## src/rtl/alu_pkg.sv

```systemverilog
// Shared opcodes, FSM encoding and per-opcode latency helpers for the ALU arbiter.
package alu_pkg;

  localparam logic [3:0] ALU_AND = 4'b0000;
  localparam logic [3:0] ALU_OR  = 4'b0001;
  localparam logic [3:0] ALU_ADD = 4'b0010;
  localparam logic [3:0] ALU_DIV = 4'b0011;
  localparam logic [3:0] ALU_SUB = 4'b0110;
  localparam logic [3:0] ALU_MUL = 4'b0111;
  localparam logic [3:0] ALU_NOP = 4'b1111;

  typedef enum logic [1:0] {
    StIdle = 2'd0,
    StExec = 2'd1,
    StResp = 2'd2
  } state_e;

  function automatic logic is_legal(input logic [3:0] ctrl);
    return ctrl inside {ALU_AND, ALU_OR, ALU_ADD, ALU_DIV, ALU_SUB, ALU_MUL};
  endfunction

  function automatic int unsigned lat_of(input logic [3:0] ctrl, input int unsigned lat_alu,
                                         input int unsigned lat_mul, input int unsigned lat_div);
    case (ctrl)
      ALU_MUL: return lat_mul;
      ALU_DIV: return lat_div;
      default: return lat_alu;
    endcase
  endfunction

endpackage

```

## src/rtl/rr_arbiter2.sv

```systemverilog
// Two-way round-robin arbiter; the pointer flips to the other requester on every accept.
module rr_arbiter2 (
  input  logic       clk,
  input  logic       rst_n,
  input  logic       en_i,
  input  logic [1:0] valid_i,
  output logic [1:0] gnt_o
);

  logic ptr_q, ptr_d;
  logic gnt_id;

  // Every granted request is accepted the same cycle, so grant doubles as accept.
  always_comb begin
    gnt_id = (valid_i == 2'b11) ? ptr_q : valid_i[1];
    gnt_o  = 2'b00;
    ptr_d  = ptr_q;
    if (en_i && (|valid_i)) begin
      gnt_o[gnt_id] = 1'b1;
      ptr_d         = ~gnt_id;
    end
  end

  always_ff @(posedge clk) begin
    if (!rst_n) begin
      ptr_q <= 1'b0;
    end else begin
      ptr_q <= ptr_d;
    end
  end

endmodule

```

## src/rtl/alu_arbiter.sv

```systemverilog
// Shares one ALU between two requesters: round-robin grant, one op in flight, operands held
// for a per-opcode latency, result registered into a tagged response with backpressure.
module alu_arbiter
  import alu_pkg::*;
#(
  parameter int unsigned WIDTH   = 64,
  parameter int unsigned LAT_ALU = 1,
  parameter int unsigned LAT_MUL = 4,
  parameter int unsigned LAT_DIV = 8
) (
  input  logic             clk,
  input  logic             rst_n,
  input  logic             req0_valid,
  output logic             req0_ready,
  input  logic [WIDTH-1:0] req0_a,
  input  logic [WIDTH-1:0] req0_b,
  input  logic [3:0]       req0_ctrl,
  input  logic             req1_valid,
  output logic             req1_ready,
  input  logic [WIDTH-1:0] req1_a,
  input  logic [WIDTH-1:0] req1_b,
  input  logic [3:0]       req1_ctrl,
  output logic [WIDTH-1:0] alu_in1,
  output logic [WIDTH-1:0] alu_in2,
  output logic [3:0]       alu_ctrl,
  input  logic [WIDTH-1:0] alu_result,
  input  logic             alu_zero,
  input  logic             alu_ovf,
  input  logic [WIDTH-1:0] alu_rem,
  output logic             rsp_valid,
  input  logic             rsp_ready,
  output logic             rsp_id,
  output logic [WIDTH-1:0] rsp_result,
  output logic             rsp_zero,
  output logic             rsp_ovf,
  output logic [WIDTH-1:0] rsp_rem,
  output logic             rsp_err
);

  localparam int unsigned MaxAM  = (LAT_ALU > LAT_MUL) ? LAT_ALU : LAT_MUL;
  localparam int unsigned MaxLat = (MaxAM > LAT_DIV) ? MaxAM : LAT_DIV;
  localparam int unsigned CntW   = $clog2(MaxLat) + 1;

  state_e           state_q, state_d;
  logic [CntW-1:0]  cnt_q, cnt_d;
  logic             id_q, id_d;
  logic [WIDTH-1:0] in1_q, in1_d, in2_q, in2_d;
  logic [3:0]       ctrl_q, ctrl_d;
  logic             rsp_id_q, rsp_id_d, rsp_zero_q, rsp_zero_d;
  logic             rsp_ovf_q, rsp_ovf_d, rsp_err_q, rsp_err_d;
  logic [WIDTH-1:0] rsp_result_q, rsp_result_d, rsp_rem_q, rsp_rem_d;

  logic [1:0]       gnt;
  logic             accept, sel_id;
  logic [WIDTH-1:0] sel_a, sel_b;
  logic [3:0]       sel_ctrl;

  // Gating with rst_n keeps ready low while reset is held.
  rr_arbiter2 u_rr (
    .clk    (clk),
    .rst_n  (rst_n),
    .en_i   ((state_q == StIdle) && rst_n),
    .valid_i({req1_valid, req0_valid}),
    .gnt_o  (gnt)
  );

  assign accept   = |gnt;
  assign sel_id   = gnt[1];
  assign sel_a    = sel_id ? req1_a : req0_a;
  assign sel_b    = sel_id ? req1_b : req0_b;
  assign sel_ctrl = sel_id ? req1_ctrl : req0_ctrl;

  always_comb begin
    state_d      = state_q;
    cnt_d        = cnt_q;
    id_d         = id_q;
    in1_d        = in1_q;
    in2_d        = in2_q;
    ctrl_d       = ctrl_q;
    rsp_id_d     = rsp_id_q;
    rsp_result_d = rsp_result_q;
    rsp_zero_d   = rsp_zero_q;
    rsp_ovf_d    = rsp_ovf_q;
    rsp_rem_d    = rsp_rem_q;
    rsp_err_d    = rsp_err_q;

    unique case (state_q)
      StIdle: begin
        if (accept) begin
          id_d     = sel_id;
          rsp_id_d = sel_id;
          if (!is_legal(sel_ctrl)) begin
            rsp_result_d = '0;
            rsp_zero_d   = 1'b1;
            rsp_ovf_d    = 1'b0;
            rsp_rem_d    = '0;
            rsp_err_d    = 1'b1;
            state_d      = StResp;
          end else if ((sel_ctrl == ALU_DIV) && (sel_b == '0)) begin
            // Divide by zero never reaches the ALU.
            rsp_result_d = '1;
            rsp_zero_d   = 1'b0;
            rsp_ovf_d    = 1'b0;
            rsp_rem_d    = sel_a;
            rsp_err_d    = 1'b1;
            state_d      = StResp;
          end else begin
            in1_d   = sel_a;
            in2_d   = sel_b;
            ctrl_d  = sel_ctrl;
            cnt_d   = CntW'(lat_of(sel_ctrl, LAT_ALU, LAT_MUL, LAT_DIV) - 32'd1);
            state_d = StExec;
          end
        end
      end
      StExec: begin
        if (cnt_q == '0) begin
          rsp_result_d = alu_result;
          rsp_zero_d   = alu_zero;
          rsp_ovf_d    = alu_ovf;
          rsp_rem_d    = (ctrl_q == ALU_DIV) ? alu_rem : '0;
          rsp_err_d    = 1'b0;
          ctrl_d       = ALU_NOP;
          state_d      = StResp;
        end else begin
          cnt_d = cnt_q - 1'b1;
        end
      end
      StResp: begin
        if (rsp_ready) begin
          state_d = StIdle;
        end
      end
      default: state_d = StIdle;
    endcase
  end

  always_ff @(posedge clk) begin
    if (!rst_n) begin
      state_q      <= StIdle;
      cnt_q        <= '0;
      id_q         <= 1'b0;
      in1_q        <= '0;
      in2_q        <= '0;
      ctrl_q       <= ALU_NOP;
      rsp_id_q     <= 1'b0;
      rsp_result_q <= '0;
      rsp_zero_q   <= 1'b0;
      rsp_ovf_q    <= 1'b0;
      rsp_rem_q    <= '0;
      rsp_err_q    <= 1'b0;
    end else begin
      state_q      <= state_d;
      cnt_q        <= cnt_d;
      id_q         <= id_d;
      in1_q        <= in1_d;
      in2_q        <= in2_d;
      ctrl_q       <= ctrl_d;
      rsp_id_q     <= rsp_id_d;
      rsp_result_q <= rsp_result_d;
      rsp_zero_q   <= rsp_zero_d;
      rsp_ovf_q    <= rsp_ovf_d;
      rsp_rem_q    <= rsp_rem_d;
      rsp_err_q    <= rsp_err_d;
    end
  end

  assign req0_ready = gnt[0];
  assign req1_ready = gnt[1];
  assign alu_in1    = in1_q;
  assign alu_in2    = in2_q;
  assign alu_ctrl   = ctrl_q;
  assign rsp_valid  = (state_q == StResp);
  assign rsp_id     = rsp_id_q;
  assign rsp_result = rsp_result_q;
  assign rsp_zero   = rsp_zero_q;
  assign rsp_ovf    = rsp_ovf_q;
  assign rsp_rem    = rsp_rem_q;
  assign rsp_err    = rsp_err_q;

endmodule

```

## config.mk

```make
export PLATFORM = sky130hd
export DESIGN_NAME = alu_arbiter
export DESIGN_NICKNAME = d
export VERILOG_FILES = /design/src/rtl/alu_pkg.sv /design/src/rtl/rr_arbiter2.sv /design/src/rtl/alu_arbiter.sv
export SDC_FILE = /design/constraint.sdc
export NUM_CORES = 1
export LEC_CHECK = 0
export BUFFER_PORTS_ARGS = -buffer_cell sky130_fd_sc_hd__buf_2
export CAP_MARGIN = 20
export CORE_AREA = 2 2 260 262
export CTS_CLUSTER_DIAMETER = 120
export CTS_CLUSTER_SIZE = 12
export DETAILED_ROUTE_END_ITERATION = 12
export DIE_AREA = 0 0 262 264
export GPL_TIMING_DRIVEN = 1
export PLACE_DENSITY = 0.42
export SETUP_SLACK_MARGIN = 0.3
export SLEW_MARGIN = 10
export SYNTH_ARGS = -nofsm -noshare
export SYNTH_HDL_FRONTEND = slang
export SYNTH_HIERARCHICAL = 1
export SYNTH_SLANG_ARGS = --single-unit
```

## constraint.sdc

```tcl
create_clock -name clk -period 6.98 [get_ports clk]
set_clock_uncertainty 0.1 [all_clocks]
set_input_delay 1.047 -clock clk [delete_from_list [all_inputs] [get_ports clk]]
set_output_delay 1.047 -clock clk [all_outputs]
set_load 0.01 [all_outputs]
```

==> results.py <==
metrics = {
    "setup_path": {
        "worstPathArrival_ns": 5.06,
        "end_kind": "flop",
        "startpoint_type": "flop",
        "critical_path.max_fanout": 94,
        "criticalPathCategory": "reg2reg",
        "cp_data_required_time_ns": 7.33,
    },
    "synthesis": {
        "synth.ff_latch_count": 271,
        "synth.yosys.seq_area_share_pct": 40.2,
        "postSynthCellCount": 1592,
        "yosys.area.top_type": "dfxtp_1",
        "synthesis.area_um2": 13500,
        "yosys_warnings": 6,
        "synth_cell_type_count": 45,
        "post_synth_main_area_contributors": "dfxtp_1 (40%), mux2i_1 (19%), nand2_1 (13%)",
        "yosysTopAreaCellShare_pct": 40.2,
        "syn-mean-instance-area_um2": 8.49,
        "post_synthesis_async_set_or_reset_flop_share_pct": 0,
        "synth_top_flop_cell": "dfxtp_1",
        "synth_nets": 1992,
        "number_of_enable_flip_flop_cells_after_synthesis": 0,
    },
    "finish": {
        "n_fill_cell": 7356,
        "finalNetCount": 2558,
        "post_route_cells_drive_above_1_share_pct": 33.6,
        "post_route_cell_area_um2": 18200,
        "layout.cells.non_filler": 3034,
        "layout-area-overhead-vs-synth_pct": 34.9,
    },
    "sta": {
        "rsz0062_at_grt": "false",
        "fin_ws_ns": 2.28,
        "final_clock_period_utilization_by_the_worst_path_pct": 67.4,
        "final_hold_viol_count": 0,
        "max-slew-margin-rel_pct": 24.6,
        "clock.fmax_ghz": 0.213,
        "setup_total_negative_slack_ns": 0,
        "setup-violations-final": 0,
        "layout_min_cycle_time_ns": 4.70,
        "drv_slew": 0,
        "max_slew.worst_pin.slew_ns": 1.13,
    },
    "place": {
        "rd_place_congestion": 0.888,
        "portBuffers": 665,
        "place.detailed.instances": 3003,
        "post-place-ws_ns": 1.69,
        "detailed_place.area_um2": 17500,
        "hpwlAfterDp_um": 43600,
    },
    "floorplan": {
        "die-width_um": 262,
        "design.core.area_um2": 66600,
        "rows": 95,
        "design.die.area_um2": 69200,
        "start_util_pct": 20.3,
        "num_io_pins": 666,
        "dieHeight_um": 264,
    },
    "clock_network": {
        "tritoncts.num_buffers": 26,
        "cts_setup_buffers": 0,
        "htreeDepth": 1,
        "tritoncts_clock_tree": "built",
        "cts.sinks": 271,
        "clkTransAtPathRegs_ns": 0.06,
        "clockBufferDepth": 3,
        "clockRootBuffer": "clkbuf_16",
        "post_cts_resize_count": 0,
        "insertion_delay_ns": 0.56,
        "cts-hold-fix-buffers": 0,
    },
    "routing": {
        "initialDrtViolationCount": 731,
        "post-route-drc-count": 0,
        "dr.pass1.iters": 5,
        "avgViaCountPerCell": 4.56,
        "detail_route.wirelength_um": 58000,
        "drt-wirelength-per-cell_um": 19.1,
        "detail-route-antenna-nets": 0,
        "vias": 13828,
    },
    "global_routing": {
        "grt_pass1_vias": 14059,
        "initial_antenna_violation_count": 4,
        "grt_start_max_net_pins": 96,
        "remaining_global_route_overflow": 0,
        "grt_first_pass_wirelength_um": 85000,
        "globalRouteTotalUtil_pct": 15.8,
    },
    "min_path": {
        "worst_hold_path_type": "reg2reg",
    },
    "pwr": {
        "total_leakage_power_uw": 0.00998,
        "worst_ir_drop_vdd_mv": 0.155,
        "power_per_cell_area_nw_per_um2": 220,
    },
    "run": {
        "maxCapViolCount": 0,
    },
    "run_status": {
        "outcome": "complete, no violations",
    },
}
## final timing paths
path / from / to / slack, ns / cells after the start
setup / recovery: state_q[0] / alu_in2[54] / 2.28 / 11
hold / removal: cnt_q[3] / cnt_q[3] / 0.35 / 2
setup reg to reg: state_q[0] / alu_in2[54] / 2.28 / 11
hold reg to reg: cnt_q[3] / cnt_q[3] / 0.35 / 2
## synthesized netlist by cell type, types with 3 or more instances
library cell / n
a211oi_1: 5
a21oi_1: 7
and2_1: 4
buf_1: 14
buf_2: 22
buf_6: 10
clkbuf_1: 102
dfxtp_1: 271
inv_1: 5
mux2i_1: 261
nand2_1: 462
nand2b_1: 5
nand3_1: 133
nand4_1: 6
nor2_1: 13
nor2b_1: 4
nor3_1: 7
nor4_1: 30
nor4b_1: 3
o211a_1: 129
o21ai_0: 46
o21ai_1: 20
o31ai_1: 4
## final cells by class
class	instances	area [um^2]	share of cell area, %
inverter	5	18.8	0.103
multi-input combinational	1167	7460	40.9
clock inverter	1	30.0	0.165
antenna	2	5.00	0.0275
timing repair buffer	687	3520	19.3
tap	873	1090	5.99
sequential	271	5430	29.8
clock buffer	28	679	3.73
## registers in the layout (all words and copies together), names as in the netlist
register    flops
rsp_err         1
cnt_q           4
rsp_rem        64
alu_in2        64
alu_in1        64
u_rr/ptr_q      1
alu_ctrl        4
rsp_result     64
rsp_zero        1
state_q         2
rsp_id          1
rsp_ovf         1
## layout by cell type, fill, tap and decap left out, drive strengths merged, types with 4 or more instances in the layout
cell type / netlist / final
a211oi: 5 / 5
a21oi: 7 / 7
and2: 4 / 4
buf: 47 / 687
clkbuf: 102 / 28
dfxtp: 271 / 271
inv: 5 / 5
mux2i: 261 / 261
nand2: 462 / 462
nand2b: 5 / 5
nand3: 133 / 133
nand4: 6 / 6
nor2: 13 / 13
nor2b: 4 / 4
nor3: 7 / 7
nor4: 31 / 31
o211a: 129 / 129
o21ai: 66 / 66
o31ai: 4 / 4
## where the power goes
group	total (uW)	internal, uW	switching, uW
combinational	933	389	545
clock	1330	715	620
sequential	1740	1670	70.9
## stage by stage
step | util [%] | total power (uW) | hold slack, ns
2_1_floorplan | - | 2300 | 0.317
3_5_place_dp | 26.3 | 2730 | 0.339
6_report | 27.4 | 4010 | 0.346
3_3_place_gp | 26.3 | 2720 | 0.329
4_1_cts | 27.4 | 4110 | 0.349
5_1_grt | 27.4 | 4220 | 0.373
## routing by layer
| metal | global-route usage (%) | part of all wire (%) | routed length (um) | up-vias |
|---|---|---|---|---|
| li1 | - | - | - | 6695 |
| met1 | 18.8 | 41 | 23900 | 6630 |
| met2 | 28.1 | 49 | 28700 | 433 |
| met3 | 3.74 | 6.7 | 3900 | 70 |
| met4 | 4.08 | 2.6 | 1530 | 0 |
| met5 | 0 | 0 | 0 | - |
## kinds of logic (layout without fill, tap and decap cells)
kind of cell    after synthesis  count (layout)  share of synthesized area, %
simple gates                674             674                          21.3
other cells                   0               2                             0
buf+inv                     154             721                          5.07
flops                       271             271                          40.2
compound gates              229             229                          13.9
fa+ha+maj                     1               1                        0.0926
mux                         263             263                          19.5
## worst max-delay path, stage by stage (launching register included)
cell and delay [ns]:
dfxtp_1 0.49, nor2_1 0.43, and2_1 0.25, nand2_1 0.10
a21oi_4 0.49, mux2i_1 0.42, o21ai_0 0.30, nor2_4 0.16
buf_4 0.42, buf_4 0.89, nand3_1 0.20, o211a_1 0.19
Power figures use the tool's default switching activity.
